==> src/rtl/roba_a_pre_approx_pipe_if.sv <==
// rtl/roba_a_pre_approx_pipe_if.sv - operand-in / result-out handshake bundle for the pre-approximation pipe
interface roba_a_pre_approx_pipe_if #(
  parameter int A_BW  = 16,
  parameter int LANES = 4
);
  localparam int K_BW = $clog2(A_BW);

  logic                          in_valid;
  logic                          in_ready;
  logic [LANES*A_BW-1:0]         in_a;
  logic                          out_valid;
  logic                          out_ready;
  logic [LANES*K_BW-1:0]         out_k;
  logic [LANES*(A_BW+1)-1:0]     out_ar;
  logic [LANES-1:0]              out_zero;

  modport master (
    output in_valid, in_a, out_ready,
    input  in_ready, out_valid, out_k, out_ar, out_zero
  );

  modport slave (
    input  in_valid, in_a, out_ready,
    output in_ready, out_valid, out_k, out_ar, out_zero
  );
endinterface

==> src/rtl/roba_a_pre_approx_pipe.sv <==
// rtl/roba_a_pre_approx_pipe.sv - 2-stage per-lane leading-one index and round-to-power-of-two pipe
// Optional statistics outputs are built when ROBA_PRE_STATS_EN is defined.
module roba_a_pre_approx_pipe #(
  parameter int A_BW  = 16,
  parameter int LANES = 4
) (
  input  logic                     clk,
  input  logic                     rst_n,
  roba_a_pre_approx_pipe_if.slave  bus
`ifdef ROBA_PRE_STATS_EN
  ,
  output logic [31:0]              stat_cnt,
  output logic [31:0]              stat_zero
`endif
);
  localparam int K_BW  = $clog2(A_BW);
  localparam int AR_BW = A_BW + 1;

  logic                    s1_valid_q, s1_valid_d;
  logic                    s2_valid_q, s2_valid_d;
  logic [LANES*A_BW-1:0]   s1_a_q, s1_a_d;
  logic [LANES*A_BW-1:0]   s1_oh_q, s1_oh_d;
  logic [LANES*K_BW-1:0]   k_q, k_d;
  logic [LANES*AR_BW-1:0]  ar_q, ar_d;
  logic [LANES-1:0]        zero_q, zero_d;
  logic                    s1_load, s2_load;

  function automatic logic [A_BW-1:0] msb_onehot(input logic [A_BW-1:0] a);
    logic [A_BW-1:0] oh;
    oh = '0;
    for (int i = 0; i < A_BW; i++) begin
      if (a[i]) begin
        oh    = '0;
        oh[i] = 1'b1;
      end
    end
    return oh;
  endfunction

  function automatic logic [K_BW-1:0] encode(input logic [A_BW-1:0] oh);
    logic [K_BW-1:0] k;
    k = '0;
    for (int i = 0; i < A_BW; i++) begin
      if (oh[i]) k = K_BW'(i);
    end
    return k;
  endfunction

  // Round up to the next power of two when the bit just below the leading one is set.
  function automatic logic [AR_BW-1:0] round_ar(input logic [A_BW-1:0] a, input logic [A_BW-1:0] oh);
    if (|(a & (oh >> 1))) return {oh, 1'b0};
    return {1'b0, oh};
  endfunction

  always_comb begin
    s2_load    = !s2_valid_q || bus.out_ready;
    s1_load    = !s1_valid_q || s2_load;
    s1_valid_d = s1_valid_q;
    s2_valid_d = s2_valid_q;
    s1_a_d     = s1_a_q;
    s1_oh_d    = s1_oh_q;
    k_d        = k_q;
    ar_d       = ar_q;
    zero_d     = zero_q;
    if (s1_load) begin
      s1_valid_d = bus.in_valid;
      if (bus.in_valid) begin
        s1_a_d = bus.in_a;
        for (int l = 0; l < LANES; l++) begin
          s1_oh_d[l*A_BW +: A_BW] = msb_onehot(bus.in_a[l*A_BW +: A_BW]);
        end
      end
    end
    if (s2_load) begin
      s2_valid_d = s1_valid_q;
      if (s1_valid_q) begin
        for (int l = 0; l < LANES; l++) begin
          k_d[l*K_BW +: K_BW]    = encode(s1_oh_q[l*A_BW +: A_BW]);
          ar_d[l*AR_BW +: AR_BW] = round_ar(s1_a_q[l*A_BW +: A_BW], s1_oh_q[l*A_BW +: A_BW]);
          zero_d[l]              = ~|s1_oh_q[l*A_BW +: A_BW];
        end
      end
    end
  end

  always_ff @(posedge clk or negedge rst_n) begin
    if (!rst_n) begin
      s1_valid_q <= 1'b0;
      s2_valid_q <= 1'b0;
      s1_a_q     <= '0;
      s1_oh_q    <= '0;
      k_q        <= '0;
      ar_q       <= '0;
      zero_q     <= '0;
    end else begin
      s1_valid_q <= s1_valid_d;
      s2_valid_q <= s2_valid_d;
      s1_a_q     <= s1_a_d;
      s1_oh_q    <= s1_oh_d;
      k_q        <= k_d;
      ar_q       <= ar_d;
      zero_q     <= zero_d;
    end
  end

  assign bus.in_ready  = s1_load;
  assign bus.out_valid = s2_valid_q;
  assign bus.out_k     = k_q;
  assign bus.out_ar    = ar_q;
  assign bus.out_zero  = zero_q;

`ifdef ROBA_PRE_STATS_EN
  logic [31:0] stat_cnt_q, stat_zero_q;
  logic [32:0] zero_sum;

  always_comb begin
    zero_sum = {1'b0, stat_zero_q};
    for (int l = 0; l < LANES; l++) begin
      zero_sum = zero_sum + 33'(zero_q[l]);
    end
  end

  always_ff @(posedge clk or negedge rst_n) begin
    if (!rst_n) begin
      stat_cnt_q  <= '0;
      stat_zero_q <= '0;
    end else if (s2_valid_q && bus.out_ready) begin
      if (stat_cnt_q != '1) stat_cnt_q <= stat_cnt_q + 32'd1;
      stat_zero_q <= zero_sum[32] ? '1 : zero_sum[31:0];
    end
  end

  assign stat_cnt  = stat_cnt_q;
  assign stat_zero = stat_zero_q;
`endif
endmodule
==> src/flat_wrapper.sv <==
// flat-port wrapper written by rule: the top's interface ports become plain ports
module roba_a_pre_approx_pipe_flat 
#(
  parameter int A_BW  = 16,
  parameter int LANES = 4
)
  (clk, rst_n, bus_in_valid, bus_in_a, bus_out_ready, bus_in_ready, bus_out_valid, bus_out_k, bus_out_ar, bus_out_zero);
  roba_a_pre_approx_pipe_if #(.A_BW(A_BW), .LANES(LANES)) bus_i ();
  input  logic clk;
  input  logic rst_n;
  input wire logic [$bits(bus_i.in_valid)-1:0] bus_in_valid;
  input wire logic [$bits(bus_i.in_a)-1:0] bus_in_a;
  input wire logic [$bits(bus_i.out_ready)-1:0] bus_out_ready;
  output wire logic [$bits(bus_i.in_ready)-1:0] bus_in_ready;
  output wire logic [$bits(bus_i.out_valid)-1:0] bus_out_valid;
  output wire logic [$bits(bus_i.out_k)-1:0] bus_out_k;
  output wire logic [$bits(bus_i.out_ar)-1:0] bus_out_ar;
  output wire logic [$bits(bus_i.out_zero)-1:0] bus_out_zero;
  assign bus_i.in_valid = bus_in_valid;
  assign bus_i.in_a = bus_in_a;
  assign bus_i.out_ready = bus_out_ready;
  assign bus_in_ready = bus_i.in_ready;
  assign bus_out_valid = bus_i.out_valid;
  assign bus_out_k = bus_i.out_k;
  assign bus_out_ar = bus_i.out_ar;
  assign bus_out_zero = bus_i.out_zero;
  roba_a_pre_approx_pipe #(.A_BW(A_BW), .LANES(LANES)) u_core (.clk(clk), .rst_n(rst_n), .bus(bus_i));
endmodule
==> config.mk <==
export PLATFORM = sky130hd
export DESIGN_NAME = roba_a_pre_approx_pipe_flat
export DESIGN_NICKNAME = d
export VERILOG_FILES = /design/src/rtl/roba_a_pre_approx_pipe_if.sv /design/src/rtl/roba_a_pre_approx_pipe.sv /design/src/flat_wrapper.sv
export SDC_FILE = /design/constraint.sdc
export NUM_CORES = 1
export LEC_CHECK = 0
export ABC_AREA = 1
export BUFFER_PORTS_ARGS = -buffer_cell sky130_fd_sc_hd__buf_2
export CORE_MARGIN = 2
export CORE_UTILIZATION = 40
export DETAILED_ROUTE_END_ITERATION = 8
export GPL_TIMING_DRIVEN = 0
export PLACE_DENSITY = 0.65
export SLEW_MARGIN = 0
export SYNTH_ARGS = -nofsm -noshare
export SYNTH_HDL_FRONTEND = slang
export SYNTH_SLANG_ARGS = --single-unit
==> constraint.sdc <==
create_clock -name clk -period 1.7 [get_ports clk]
set_input_delay 0.17 -clock clk [delete_from_list [all_inputs] [get_ports clk]]
set_output_delay 0.17 -clock clk [all_outputs]
set_load 0.1 [all_outputs]
Word level (Yosys, flattened, before mapping)
Cells that the tools add are included.
{ "word_totals": {"elab_cells": 173, "register_bits": 218, "output_inout_bits": 90, "in_bits": 68} }
{ "op_classes": {"muxes": 144, "bitwise_logic": 4, "n_reduce_logical": 18} }
{ "op_table": {"columns": ["cell", "count"], "rows": [
  ["4-bit 2-to-1 mux", 36],
  ["17-bit 2-to-1 mux", 8],
  ["16-bit OR reduction", 8],
  ["16-bit by 15-bit bitwise AND with 16-bit output", 4],
  ["16-bit 2-to-1 mux", 4],
  ["15-bit 2-to-1 mux", 4],
  ["3-bit 2-to-1 mux", 20],
  ["14-bit 2-to-1 mux", 4],
  ["13-bit 2-to-1 mux", 4],
  ["12-bit 2-to-1 mux", 4],
  ["11-bit 2-to-1 mux", 4],
  ["10-bit 2-to-1 mux", 4],
  ["9-bit 2-to-1 mux", 4],
  ["8-bit 2-to-1 mux", 4],
  ["7-bit 2-to-1 mux", 4],
  ["2-bit 2-to-1 mux", 12],
  ["6-bit 2-to-1 mux", 4],
  ["1-bit 2-to-1 mux", 20],
  ["5-bit 2-to-1 mux", 4],
  ["1-bit logical NOT", 6],
  ["2-bit AND reduction", 2],
  ["1-bit logical OR", 2]
]} }

Depth between registers and ports, before layout
{ "depth": {"depth_word": 16, "depth_mapped": 15} }

Least setup slack after synthesis
OpenSTA, ideal clock, no wires.
{ "synth_path": {"kind": "register to register", "from": "register u_core.s2_valid_q, in the netlist u_core.bus.out_valid", "to": "register u_core.s1_oh_q[45]", "t_arrival_ns": 2.531, "path_buffers": 3, "period_less_slack_ns": 2.632, "path_stages_with_launch": 8, "slack_ns": -0.932, "required_time_ns": 1.599, "path_cell_list": "dfrtp_1 > nand3_2 > nand2_1 > inv_2 > buf_6 > buf_2 > buf_2 > o32ai_1"} }
{ "synth_via": {"elab_chain_cells": 4} }
{ "synth_lines": {"columns": ["item", "line", "rtl"], "rows": [
  ["start: declaration", "roba_a_pre_approx_pipe.sv:20", "logic s2_valid_q, s2_valid_d;"],
  ["start signal: assignment", "roba_a_pre_approx_pipe.sv:97", "s2_valid_q <= s2_valid_d;"],
  ["1-bit logical NOT", "roba_a_pre_approx_pipe.sv:56", "s2_load = !s2_valid_q || bus.out_ready;"],
  ["1-bit logical OR", "roba_a_pre_approx_pipe.sv:56", null],
  ["1-bit logical OR", "roba_a_pre_approx_pipe.sv:57", "s1_load = !s1_valid_q || s2_load;"],
  ["via bus_in_ready", "flat_wrapper.sv:14", "output wire logic [$bits(bus_i.in_ready)-1:0] bus_in_ready;"],
  ["2-bit AND reduction (no line)", null, null],
  ["end signal: assignment", "roba_a_pre_approx_pipe.sv:99", "s1_oh_q <= s1_oh_d;"],
  ["end: declaration", "roba_a_pre_approx_pipe.sv:22", "logic [LANES*A_BW-1:0] s1_oh_q, s1_oh_d;"]
]} }
The timed path passes the listed nets, and every way through them passes these cells.
A chain may end at the register's enable or synchronous reset.

Worst setup path after layout
{ "layout_path": {"from": "register u_core.s1_oh_q[22]", "to": "register u_core.ar_q[32], in the netlist u_core.bus.out_ar[32]"} }
{ "layout_via": {"elab_chain_cells": 6} }
{ "layout_lines": {"columns": ["item", "line", "rtl"], "rows": [
  ["16-bit by 15-bit bitwise AND with 16-bit output", "roba_a_pre_approx_pipe.sv:51", "if (|(a & (oh >> 1))) return {oh, 1'b0};"],
  ["16-bit OR reduction", "roba_a_pre_approx_pipe.sv:51", null],
  ["1-bit 2-to-1 mux", "roba_a_pre_approx_pipe.sv:51", null],
  ["1-bit 2-to-1 mux", "roba_a_pre_approx_pipe.sv:76", "if (s1_valid_q) begin"],
  ["1-bit 2-to-1 mux", "roba_a_pre_approx_pipe.sv:74", "if (s2_load) begin"],
  ["17-bit 2-to-1 mux", "roba_a_pre_approx_pipe.sv:52", "return {1'b0, oh};"],
  ["end signal: assignment", "roba_a_pre_approx_pipe.sv:101", "ar_q <= ar_d;"],
  ["end: declaration", "roba_a_pre_approx_pipe.sv:24", "logic [LANES*AR_BW-1:0] ar_q, ar_d;"]
]} }
Every way passes these cells. The select of a mux whose other input is x is not followed.

==> results.py <==
metrics = {
    "run_status": {
        "status": "finished, violations left",
        "violations": "negative setup slack",
    },
    "setup_path": {
        "r2r-start": "u_core.s1_oh_q[22]",
        "arrival_ps": 2090,
        "crit_start": "u_core.s1_oh_q[22]",
        "r2r_cells": 9,
        "cp-endpoint": "u_core.bus.out_ar[32]",
        "r2r-end": "u_core.bus.out_ar[32]",
        "worstPathMaxFanout": 5,
        "rrSetupSlack_ps": -6,
        "endpoint_kind": "flop",
        "critPathLaunchType": "flop",
        "critical_path_class": "reg2reg",
        "cp_data_required_time_ps": 2090,
    },
    "floorplanning": {
        "ioPinCount": 158,
        "core_sq_mm": 0.02425,
        "dieArea_sq_mm": 0.02595,
        "rows": 57,
        "die_x_um": 161.1,
        "start_util_pct": 40.70,
        "die_y_um": 161.1,
    },
    "finish": {
        "fin_cells": 1799,
        "fin_nets": 1531,
        "drive_gt1_share_pct": 22.92,
        "utilization_pct": 53.78,
        "design_area_sq_mm": 0.01304,
        "area_delta_synth_final_pct": 32.14,
        "final_cell_mix": "nand2_1, dfrtp_1, buf_2, inv_1, o21ai_0",
        "fillCellCount": 2326,
        "diodes": 0,
        "final_common_cell": "nand2_1",
    },
    "power_and_ir_drop": {
        "p_sw_share_pct": 48.28,
        "power_frac_seq_pct": 32.7,
        "switchingPower_mw": 9.748,
        "p_leak_nw": 6.646,
        "total_power_mw": 20.19,
        "pwr-share-clk_pct": 24.1,
        "intPower_mw": 10.44,
        "comb_power_share_pct": 43.2,
        "power_per_cell_area_mw_per_mm2": 1548,
        "ir_worst_vdd_v": 0.001072,
    },
    "sta": {
        "period_needed_ps": 1706,
        "setup_tns_ps": -11.12,
        "maxSlewHeadroom_pct": 51.39,
        "setup_violations": 2,
        "drv_slew": 0,
        "tightestPinTransition_ps": 729.2,
        "hold_viol": 0,
        "clock_skew_ps": 8.796,
        "rsz0062_at_grt": "true",
        "finalCritPeriodShare_pct": 100.4,
        "hold_slack_ps": 41.91,
        "max_freq_mhz": 586.1,
        "setup_ws_ps": -6.324,
    },
    "global_route": {
        "grt_first_pass_wirelength_um": 48530,
        "grt_antenna_before_repair": 0,
        "grt_max_degree": 120,
        "track_usage_pct": 23.52,
        "grt_overflow": 0,
        "grt_pass1_vias": 8974,
    },
    "clocking": {
        "cts_sinks": 214,
        "worstSkewPairLatency_ps": 510,
        "cts_buffer_depth": 3,
        "h-tree-depth": 1,
        "cts_buffers": 23,
        "cts_root_buf": "clkbuf_16",
        "clkTransAtPathRegs_ps": 60,
        "tritoncts": "done",
    },
    "synth": {
        "ys.flop_type": "dfrtp_1",
        "synth_top_family_by_area": "simple AND/OR/NAND/NOR gates",
        "synth-async-reset-ratio_pct": 100.0,
        "syn_area_sq_mm": 0.009869,
        "synth_seq_cells": 214,
        "ys_warn_count": 0,
        "synth_fa_ha_area_share_pct": 0,
        "ys_seq_area_share_pct": 54.26,
        "synthSimpleGateAreaFrac_pct": 23.78,
        "synth-compound-area-share_pct": 14.54,
        "ys_types": 34,
        "syn_avg_cell_area_sq_um": 8.336,
        "syn_inst": 1184,
        "yosys-mux-area-fraction_pct": 0,
        "synth-xor-area-share_pct": 0,
        "synthesis.nets": 1252,
        "synth-edff-count": 0,
    },
    "route": {
        "dr.first_iter.drc_count": 727,
        "routed_via_density": 5.115,
        "vias": 9202,
        "dr.pass1.iters": 5,
        "post_drt_wl_per_cell_um": 17.17,
        "drtAntennaViolNets": 0,
        "totalWireLength_um": 30890,
        "drc": 0,
    },
    "placement": {
        "hpwl_um": 21690,
        "post-place-ws_ps": -414.6,
        "dp.cells": 1666,
        "postPlaceCellArea_sq_mm": 0.01119,
        "place_congestion": 0.8485,
        "port_buffers": 157,
    },
    "min_path": {
        "hold_path_depth": 3,
        "hold_path_class": "in2reg",
    },
    "job": {
        "cap_violations": 0,
    },
}
## cells in the mapped netlist (all sizes together) (20+ instances only)
cell,n,area (sq um)
a21oi,21,108.9
dfrtp,214,5355
nand2,405,1533
o21ai,112,560.5
nor3,26,135.1
clkbuf,23,86.33
nand3,53,295.3
o22ai,32,237.7
inv,133,499.2
buf,26,146.4
nor2,63,296.5
o32ai,20,175.2
## cells by family after synthesis
kind of cell | after synthesis
AO/OA/AOI/OAI | 229
buffers and inverters | 182
flip-flops | 214
AND/OR/NAND/NOR | 559
## power by group through the flow
stage	clock [mW]	combinational, mW	sequential, mW
2_1_floorplan	0	1.71	11.5
3_3_place_gp	0	8.29	6.66
3_5_place_dp	0	8.35	6.68
4_1_cts	4.94	8.54	6.60
5_1_grt	5.14	9.20	6.71
6_report	4.86	8.73	6.60
## worst min-delay path by stage
stage | end | start
after global routing | u_core.s1_oh_q[24] | bus_in_a[24]
after CTS | u_core.s1_a_q[8] | bus_in_a[8]
final | u_core.s1_a_q[8] | bus_in_a[8]
after global placement | u_core.s1_oh_q[27] | bus_in_a[28]
after detailed placement | u_core.bus.out_ar[22] | rst_n
after floorplan | u_core.bus.out_ar[0] | rst_n
## registers in the layout (all words and copies together) (netlist names)
register and flops:
u_core.s1_oh_q 63, u_core.s1_valid_q 1, u_core.bus.out_zero 4, u_core.bus.out_valid 1, u_core.bus.out_k 16, u_core.s1_a_q 61
u_core.bus.out_ar 68
## per-layer routing
metal	GRT usage, %	up-vias	routed length [um]
met5	0	-	0
met4	5.885	0	706
met3	3.338	51	1748
met2	38.86	290	14520
met1	32.87	4420	13910
li1	-	4441	-
## final cells by class
class	count	area [sq um]	area share (%)
plain buffers	49	335.3	2.571
repair buffers	254	1724	13.22
clock inverters	2	10.01	0.07675
multi-input cells	788	3991	30.61
flip-flops and latches	214	5360	41.10
well taps	324	405.4	3.109
inverters	133	504.2	3.866
clock buffers	35	710.7	5.449
## timing repair
action                                 in CTS  in global routing
setup endpoints to repair                 108                 83
gates cloned                                0                  3
buffers inserted                            1                 25
endpoints found under the hold margin     202                  0
resized for setup                          22                 61
pin swaps                                   0                 22
hold buffers                               67                  0
## worst max-delay path, cell delays in order (launching register included)
cell and delay, ps:
dfrtp_1 420, nand2_1 80, nand2_1 50, nor2_1 100, nand3_1 140, nor3_4 360
buf_6 190, nand2_4 40, o211ai_1 120, nand2_1 80
No activity file was read; power rests on OpenSTA's default activity.
